<file path="src/rtl/systolic_skew_feeder.sv">
// Skews K-step operand beats onto the array's left/top edges; lane i adds i+1 ce cycles of delay.
// Backpressure: s_ready only in STREAM, a missing beat there stalls the array (ce=0).
module systolic_skew_feeder #(
    parameter int N  = 4,
    parameter int AW = 8,
    parameter int BW = 8
) (
    input  logic            clk,
    input  logic            rst_n,
    input  logic            s_valid,
    output logic            s_ready,
    input  logic [N*AW-1:0] s_a,
    input  logic [N*BW-1:0] s_b,
    input  logic            s_last,
    output logic [N*AW-1:0] a_edge,
    output logic [N*BW-1:0] b_edge,
    output logic            ce,
    output logic            load_acc,
    output logic            done,
    output logic            busy
);
    localparam int CW = $clog2(2*N+2);
    localparam logic [CW-1:0] DRAIN_LOAD = CW'(2*N+1);

    typedef enum logic [2:0] {IDLE, CLEAR, STREAM, DRAIN, DONE} state_t;

    state_t        state, state_nxt;
    logic [CW-1:0] cnt, cnt_nxt;
    logic          accept;

    always_comb begin
        state_nxt = state;
        cnt_nxt   = cnt;
        s_ready   = 1'b0;
        ce        = 1'b0;
        load_acc  = 1'b0;
        accept    = 1'b0;
        case (state)
            IDLE: begin
                if (s_valid) state_nxt = CLEAR;
            end
            CLEAR: begin
                ce        = 1'b1;
                load_acc  = 1'b1;
                state_nxt = STREAM;
            end
            STREAM: begin
                s_ready = 1'b1;
                ce      = s_valid;
                accept  = s_valid;
                if (s_valid && s_last) begin
                    cnt_nxt   = DRAIN_LOAD;
                    state_nxt = DRAIN;
                end
            end
            DRAIN: begin
                ce = 1'b1;
                if (cnt == '0) state_nxt = DONE;
                else           cnt_nxt   = cnt - 1'b1;
            end
            DONE: begin
                state_nxt = IDLE;
            end
            default: begin
                state_nxt = IDLE;
            end
        endcase
    end

    always_ff @(posedge clk or negedge rst_n) begin
        if (!rst_n) begin
            state <= IDLE;
            cnt   <= '0;
            done  <= 1'b0;
            busy  <= 1'b0;
        end else begin
            state <= state_nxt;
            cnt   <= cnt_nxt;
            done  <= (state_nxt == DONE);
            busy  <= (state_nxt != IDLE);
        end
    end

    // Heads inject zeros on non-accept ce cycles so the array drains clean.
    for (genvar i = 0; i < N; i++) begin : g_lane
        logic [AW-1:0] a_sr [0:i];
        logic [BW-1:0] b_sr [0:i];

        always_ff @(posedge clk or negedge rst_n) begin
            if (!rst_n) begin
                for (int k = 0; k <= i; k++) begin
                    a_sr[k] <= '0;
                    b_sr[k] <= '0;
                end
            end else if (ce) begin
                a_sr[0] <= accept ? s_a[i*AW +: AW] : '0;
                b_sr[0] <= accept ? s_b[i*BW +: BW] : '0;
                for (int k = 1; k <= i; k++) begin
                    a_sr[k] <= a_sr[k-1];
                    b_sr[k] <= b_sr[k-1];
                end
            end
        end

        assign a_edge[i*AW +: AW] = a_sr[i];
        assign b_edge[i*BW +: BW] = b_sr[i];
    end

endmodule
</file>
<file path="config.mk">
export PLATFORM = sky130hd
export DESIGN_NAME = systolic_skew_feeder
export DESIGN_NICKNAME = d
export VERILOG_FILES = /design/src/rtl/systolic_skew_feeder.sv
export SDC_FILE = /design/constraint.sdc
export NUM_CORES = 1
export LEC_CHECK = 0
export ABC_AREA = 1
export CAP_MARGIN = 20
export CORE_ASPECT_RATIO = 1.2
export CORE_UTILIZATION = 25
export CTS_CLUSTER_DIAMETER = 100
export DETAILED_ROUTE_END_ITERATION = 10
export MAX_ROUTING_LAYER = met4
export SLEW_MARGIN = 20
export SYNTH_ARGS = -nofsm -noshare
export SYNTH_HDL_FRONTEND = slang
export SYNTH_SLANG_ARGS = --single-unit
</file>
<file path="constraint.sdc">
create_clock -name clk -period 1.4 [get_ports clk]
set_input_delay 0.35 -clock clk [delete_from_list [all_inputs] [get_ports clk]]
set_output_delay 0.35 -clock clk [all_outputs]
set_load 0.005 [all_outputs]
</file>
==> flow_metrics.py, run 1 <==
metrics = {
    "timing": {
        "max_freq_mhz": 559,
        "slew_violations": 0,
        "setup_ws_ns": -0.390,
        "slew_headroom": 0.728,
        "hold_viol_final": 0,
        "finalHoldWorstSlack_ns": 0.394,
        "tns_ns": -28.11,
        "period_needed_ns": 1.79,
        "tightest_slew_ns": 0.408,
        "rsz0062_at_grt": "true",
        "setup_violations": 163,
        "finClkSkew_ns": 0.0114,
        "final.period_utilization": 1.28,
    },
    "setup_path": {
        "critPathCaptureType": "output pin",
        "critPathMaxFanout": 3,
        "cpPeakStageDelay_ns": 0.43,
        "reg2reg_depth": 10,
        "worstSetupPathType": "reg2out",
        "worstPathCellList": "nor2_4 > nand2_2 > inv_2 > buf_6 > nand2_4 > nand2_4 > buf_6",
        "cp.arrival_ns": 1.44,
        "worstPathRequired_ns": 1.05,
        "startpoint_type": "register",
        "cpMaxStageDelayCell": "dfrtp_1",
    },
    "cells_and_area": {
        "syn_to_final_growth_pct": 30.3,
        "design_area_sq_um": 9410,
        "final.fill_count": 2988,
        "regArea_sq_um": 4230,
        "fin_nets": 986,
        "multiInputGateArea_sq_um": 2340,
        "n_antenna_cell": 0,
        "drive_above_1_share": 0.177,
    },
    "status": {
        "status": "complete, but fails checks",
        "violations": "negative setup slack",
    },
    "logic_synthesis": {
        "ys_types": 18,
        "syn_nets": 879,
        "synth_area_leaders": "dfrtp_1, nand3_1, nand2_1, buf_4, buf_2",
        "synthFlopType": "dfrtp_1",
        "ys_seq_area_frac": 0.585,
        "netlist.area_leader.share": 0.585,
        "synth.cell_area_sq_um": 7220,
        "avgSynthCellArea_sq_um": 8.93,
        "synthesis.instances": 809,
        "yosys_register_bits": 169,
        "synth.most_common_cell": "nand2_1",
        "yosysTopAreaCell": "dfrtp_1",
        "synthTopCellsByCount": "nand2_1, nand3_1, dfrtp_1",
        "yosysWarnings": 0,
        "async_flop_share": 1.00,
        "synth-edff-count": 0,
    },
    "power": {
        "p_switching_mw": 7.87,
        "finalPower_mw": 20.6,
        "peakVddDrop_v": 0.00178,
        "p_comb_frac": 0.395,
        "power_switching_share": 0.381,
        "clock_power_share": 0.223,
        "p_leak_nw": 5.02,
        "power_density_nw_per_um2": 2190,
        "internal_power_mw": 12.8,
        "power_frac_seq": 0.382,
    },
    "place": {
        "port_buffers": 136,
        "gp_congestion": 0.736,
        "dpl.hpwl_mm": 11.0,
        "placed_area_sq_um": 8770,
    },
    "clock_network": {
        "tritoncts": "yes",
        "clock_latency_ns": 0.43,
        "htreeDepth": 4,
        "cts.clk_slew.worst_paths_ns": 0.07,
        "clkSinkCount": 169,
        "clk_path_buf_depth": 2,
        "cts-root-buf": "clkbuf_16",
        "cts_made_buffers": 17,
    },
    "grt": {
        "grt_remaining_overflow": 0,
        "grt_use_total": 0.132,
        "grt_max_degree": 85,
        "met3_usage": 0.0274,
        "grt_use_met2": 0.210,
        "met1_usage": 0.163,
        "grt_pass1_vias": 5644,
        "grt_busiest_layer": "met2",
        "grt_first_pass_wirelength_mm": 29.6,
        "antenna_found_initial": 0,
    },
    "min_path": {
        "holdCritPathClass": "in2async",
    },
    "routing": {
        "wl_per_cell_um": 14.0,
        "firstDrtPassIters": 5,
        "first_iter_violations": 345,
        "drtAntennaViolNets": 0,
        "via_per_inst": 4.41,
        "drc": 0,
        "wl_mm": 18.3,
        "vias": 5770,
    },
    "floorplan": {
        "num_io_pins": 137,
        "num_rows": 67,
        "core-area_sq_um": 28200,
        "die_area_sq_um": 29600,
        "start_util": 0.256,
        "die_x_um": 157,
        "dieHeight_um": 188,
    },
    "run": {
        "cap_viol_max_count": 0,
    },
}
[critical path, delay by kind of cell (launching register included)]
kind,cells,cell delay (ns)
buffers and inverters,3,0.25
flip-flops,1,0.43
AND/OR/NAND/NOR,4,0.32
[area by class of cell]
type                            instances  area share
Clock buffer                           18      0.0456
Clock inverter                         14      0.0144
Inverter                               13     0.00545
Multi-Input combinational cell        521       0.249
Sequential cell                       169       0.449
Tap cell                              379      0.0504
Timing Repair Buffer                  194       0.186
[worst paths after layout]
kind | start | end | slack (ns)
setup / recovery | state[2]$_DFF_PN0_ | ce | -0.39
max in group asynchronous | rst_n | a_edge[10]$_DFFE_PN0P_ | 0.50
min in group clk | s_valid | g_lane[1].b_sr[13]$_DFFE_PN0P_ | 0.45
hold / removal | rst_n | a_edge[29]$_DFFE_PN0P_ | 0.39
hold reg to reg | g_lane[3].b_sr[19]$_DFFE_PN0P_ | g_lane[3].b_sr[11]$_DFFE_PN0P_ | 0.47
setup reg to reg | state[1]$_DFF_PN0_ | g_lane[2].b_sr[14]$_DFFE_PN0P_ | -0.28
[sequential cells by signal, summed over array words and instances, names as in the netlist]
register,flops
g_lane.a_sr,56
g_lane.b_sr,56
a_edge,24
b_edge,24
cnt,4
state,3
busy,1
done,1
[kinds of logic (layout without fill, tap and decap cells)]
logic type / Yosys count / after routing / share of synthesized area
XOR/XNOR: 1 / 1 / 0.00121
adder cells (fa/ha/maj): 2 / 2 / 0.00346
AND/OR/NAND/NOR: 516 / 516 / 0.310
buffers and inverters: 119 / 239 / 0.0980
AO/OA/AOI/OAI: 2 / 2 / 0.00156
flip-flops: 169 / 169 / 0.585
[routing by layer]
metal  share of wire  wire length (um)
met1            0.44              7980
met2            0.50              9210
met3           0.045               822
met4           0.018               323
met5               0                 0
[power by group through the flow]
stage	Clock, mW	Combinational (mW)	Sequential [mW]
finish	4.59	8.15	7.89
global route	4.93	9.17	8.15
CTS	4.76	8.20	7.89
detailed placement	0	7.98	8.01
global placement	0	7.87	7.95
floorplan	0	5.27	7.78
[metrics by stage]
step | setup WS (ns) | util | std cells
after floorplan | 0.0471 | - | 809
after global placement | -0.284 | 0.311 | 1249
after CTS | -0.393 | 0.336 | 1305
after detailed placement | -0.305 | 0.311 | 1249
after global routing | -0.457 | 0.334 | 1308
final | -0.390 | 0.334 | 1308
[repair_timing]
action | CTS | global route
hold endpoints to repair | 25 | 0
hold buffers | 1 | 0
pin swaps | 3 | 3
setup endpoints to repair | 229 | 200
gates cloned | 1 | 2
buffers inserted | 25 | 1
gates resized for setup | 222 | 38
[cells in the final DEF, fill, tap and decap left out, types with 2 or more instances in the layout]
| cell type | synthesis | layout |
|---|---|---|
| nand2_2 | 2 | 4 |
| clkinv_4 | 0 | 2 |
| dfrtp_1 | 169 | 169 |
| buf_6 | 4 | 8 |
| buf_2 | 26 | 35 |
| inv_6 | 0 | 7 |
| clkdlybuf4s50_1 | 0 | 65 |
| buf_8 | 0 | 2 |
| nand3_1 | 231 | 229 |
| clkbuf_16 | 0 | 18 |
| clkbuf_2 | 0 | 21 |
| inv_2 | 3 | 4 |
| nor2_1 | 11 | 9 |
| buf_4 | 53 | 39 |
| buf_12 | 0 | 6 |
| buf_16 | 0 | 4 |
| inv_1 | 10 | 8 |
| clkdlybuf4s15_1 | 0 | 11 |
| nand2_4 | 1 | 2 |
| nand2_1 | 270 | 266 |
| clkinv_2 | 0 | 3 |
| ha_1 | 2 | 2 |
(Power assumes the default switching activity.)
==> run 2, diff against run 1 <==
MAX_ROUTING_LAYER = unset   (was met4)
==> run 2 against run 1 <==
The flow still finishes with violations (negative setup slack). Fmax down 1.3%. Combinational power up 5.4%. Flip-flop and latch count unchanged. Critical path type unchanged. Die area unchanged. Non-clock buffer count up 5. Critical endpoint unchanged. Power up 2.2%.
==> flow_metrics.py, run 2 (same netlist as run 1, synthesis figures left out) <==
metrics = {
    "status": {
        "status": "complete, but fails checks",
        "violations": "negative setup slack",
    },
    "cells_and_area": {
        "drive_above_1_share": 0.178,
        "final_cell_mix": "nand2_1, nand3_1, dfrtp_1",
        "multiInputGateArea_sq_um": 2330,
        "finish.utilization": 0.337,
        "instances_no_fill": 1313,
        "regArea_sq_um": 4230,
        "layout_commonest_cell": "nand2_1",
        "syn_to_final_growth_pct": 31.6,
        "n_antenna_cell": 0,
        "fin_nets": 991,
        "final.fill_count": 2978,
        "reg_top3": "g_lane.a_sr: 56 flops, g_lane.b_sr: 56 flops",
    },
    "clock_network": {
        "cts-root-buf": "clkbuf_16",
        "cts.clk_slew.worst_paths_ns": 0.07,
        "clk_path_buf_depth": 2,
        "tritoncts": "yes",
        "clock_latency_ns": 0.43,
        "htreeDepth": 4,
        "cts_made_buffers": 17,
        "clkSinkCount": 169,
    },
    "setup_path": {
        "critPathMaxFanout": 3,
        "reg2reg_from": "state[1]$_DFF_PN0_",
        "worstPathRequired_ns": 1.05,
        "cp.arrival_ns": 1.46,
        "reg2reg_depth": 10,
        "cpPeakStageDelay_ns": 0.43,
        "worstSetupPathType": "reg2out",
        "cpMaxStageDelayCell": "dfrtp_1",
        "worstPathCellList": "nor2_4 > nand2_2 > inv_2 > buf_6 > nand2_4 > nand2_4 > buf_6",
        "cp_top_family": "flip-flops",
        "critPathCaptureType": "output pin",
        "r2r_slack_ns": -0.30,
        "cp_num_buf_inv": 3,
        "startpoint_type": "register",
        "worstReg2RegEnd": "g_lane[2].b_sr[14]$_DFFE_PN0P_",
    },
    "routing": {
        "vias": 5795,
        "first_iter_violations": 373,
        "wl_per_cell_um": 14.3,
        "drtAntennaViolNets": 0,
        "firstDrtPassIters": 5,
        "via_per_inst": 4.41,
        "drc": 0,
        "wl_mm": 18.8,
    },
    "floorplan": {
        "core-area_sq_um": 28200,
        "dieHeight_um": 188,
        "start_util": 0.256,
        "die_area_sq_um": 29600,
        "num_rows": 67,
        "num_io_pins": 137,
        "die_x_um": 157,
    },
    "place": {
        "post-place-cells": 1249,
        "gp_congestion": 0.727,
        "dpl.hpwl_mm": 11.0,
        "port_buffers": 136,
    },
    "grt": {
        "grt_remaining_overflow": 0,
        "grt_use_total": 0.128,
        "grt_max_degree": 85,
        "antenna_found_initial": 0,
        "grt_first_pass_wirelength_mm": 29.6,
        "grt_pass1_vias": 5624,
    },
    "timing": {
        "period_needed_ns": 1.81,
        "setup_violations": 164,
        "rsz0062_at_grt": "true",
        "final.period_utilization": 1.29,
        "finClkSkew_ns": 0.0118,
        "max_freq_mhz": 552,
        "slew_violations": 0,
        "tns_ns": -30.09,
        "setup_ws_ns": -0.413,
        "slew_headroom": 0.726,
        "tightest_slew_ns": 0.410,
        "hold_viol_final": 0,
    },
    "power": {
        "finalPower_mw": 21.1,
        "power_density_nw_per_um2": 2220,
        "p_leak_nw": 5.07,
        "peakVddDrop_v": 0.00137,
    },
    "min_path": {
        "holdCritPathClass": "in2async",
    },
    "run": {
        "cap_viol_max_count": 0,
    },
}
## run 2: cell count changes in the layout (fill, tap and decap cells not counted)
cell,change
buf_12,-2
buf_16,+2
buf_8,+2
clkbuf_16,+2
nand2_1,+2
nand2_2,-2
buf_4,+1
inv_2,+1
inv_4,-1
nand3_1,+1
nand3_2,-1
## run 2: routing by layer
metal / vias to the layer above / wire length, um / global-route usage
met5: - / 0 / 0
met4: 0 / 356 / 0.0493
met3: 23 / 809 / 0.0283
met2: 135 / 9500 / 0.210
met1: 2824 / 8150 / 0.163
li1: 2813 / - / -
## run 2: worst max-delay path by stage
stage	start	end	slack (ns)	cells after the start
6_report	state[2]$_DFF_PN0_	ce	-0.41	7
5_1_grt	state[2]$_DFF_PN0_	ce	-0.48	7
4_1_cts	state[1]$_DFF_PN0_	ce	-0.39	8
3_5_place_dp	state[2]$_DFF_PN0_	ce	-0.30	6
3_3_place_gp	state[2]$_DFF_PN0_	s_ready	-0.28	5
2_1_floorplan	state[2]$_DFF_PN0_	ce	0.05	6
## run 2: layout make-up
cell class | count | share of cell area
clock buffers | 18 | 0.0452
clock inverters | 14 | 0.0142
inverters | 13 | 0.00513
multi-input cells | 521 | 0.246
flip-flops and latches | 169 | 0.445
well taps | 379 | 0.0499
repair buffers | 199 | 0.195
## run 2: where the power goes
group          internal (mW)  switching, mW  leakage (nW)
Combinational           3.69           4.91          2.55
Clock                   2.50           2.10         0.283
Sequential              6.88           1.01          2.24
Total                   13.1           8.01          5.07
## run 2: what timing repair did
item	in CTS	in global routing
cloned	1	4
gates resized for setup	222	40
hold buffers	1	0
endpoints found under the setup margin	229	200
buffers inserted	25	4
endpoints found under the hold margin	25	0
pin swaps	3	3
## run 2: stage by stage
stage / area [sq um] / hold WS (ns) / setup WS [ns]
global placement: 8770 / 0.295 / -0.284
CTS: 9470 / 0.384 / -0.393
global route: 9500 / 0.416 / -0.476
detailed placement: 8770 / 0.288 / -0.305
finish: 9500 / 0.394 / -0.413
floorplan: 7220 / 0.0544 / 0.0471
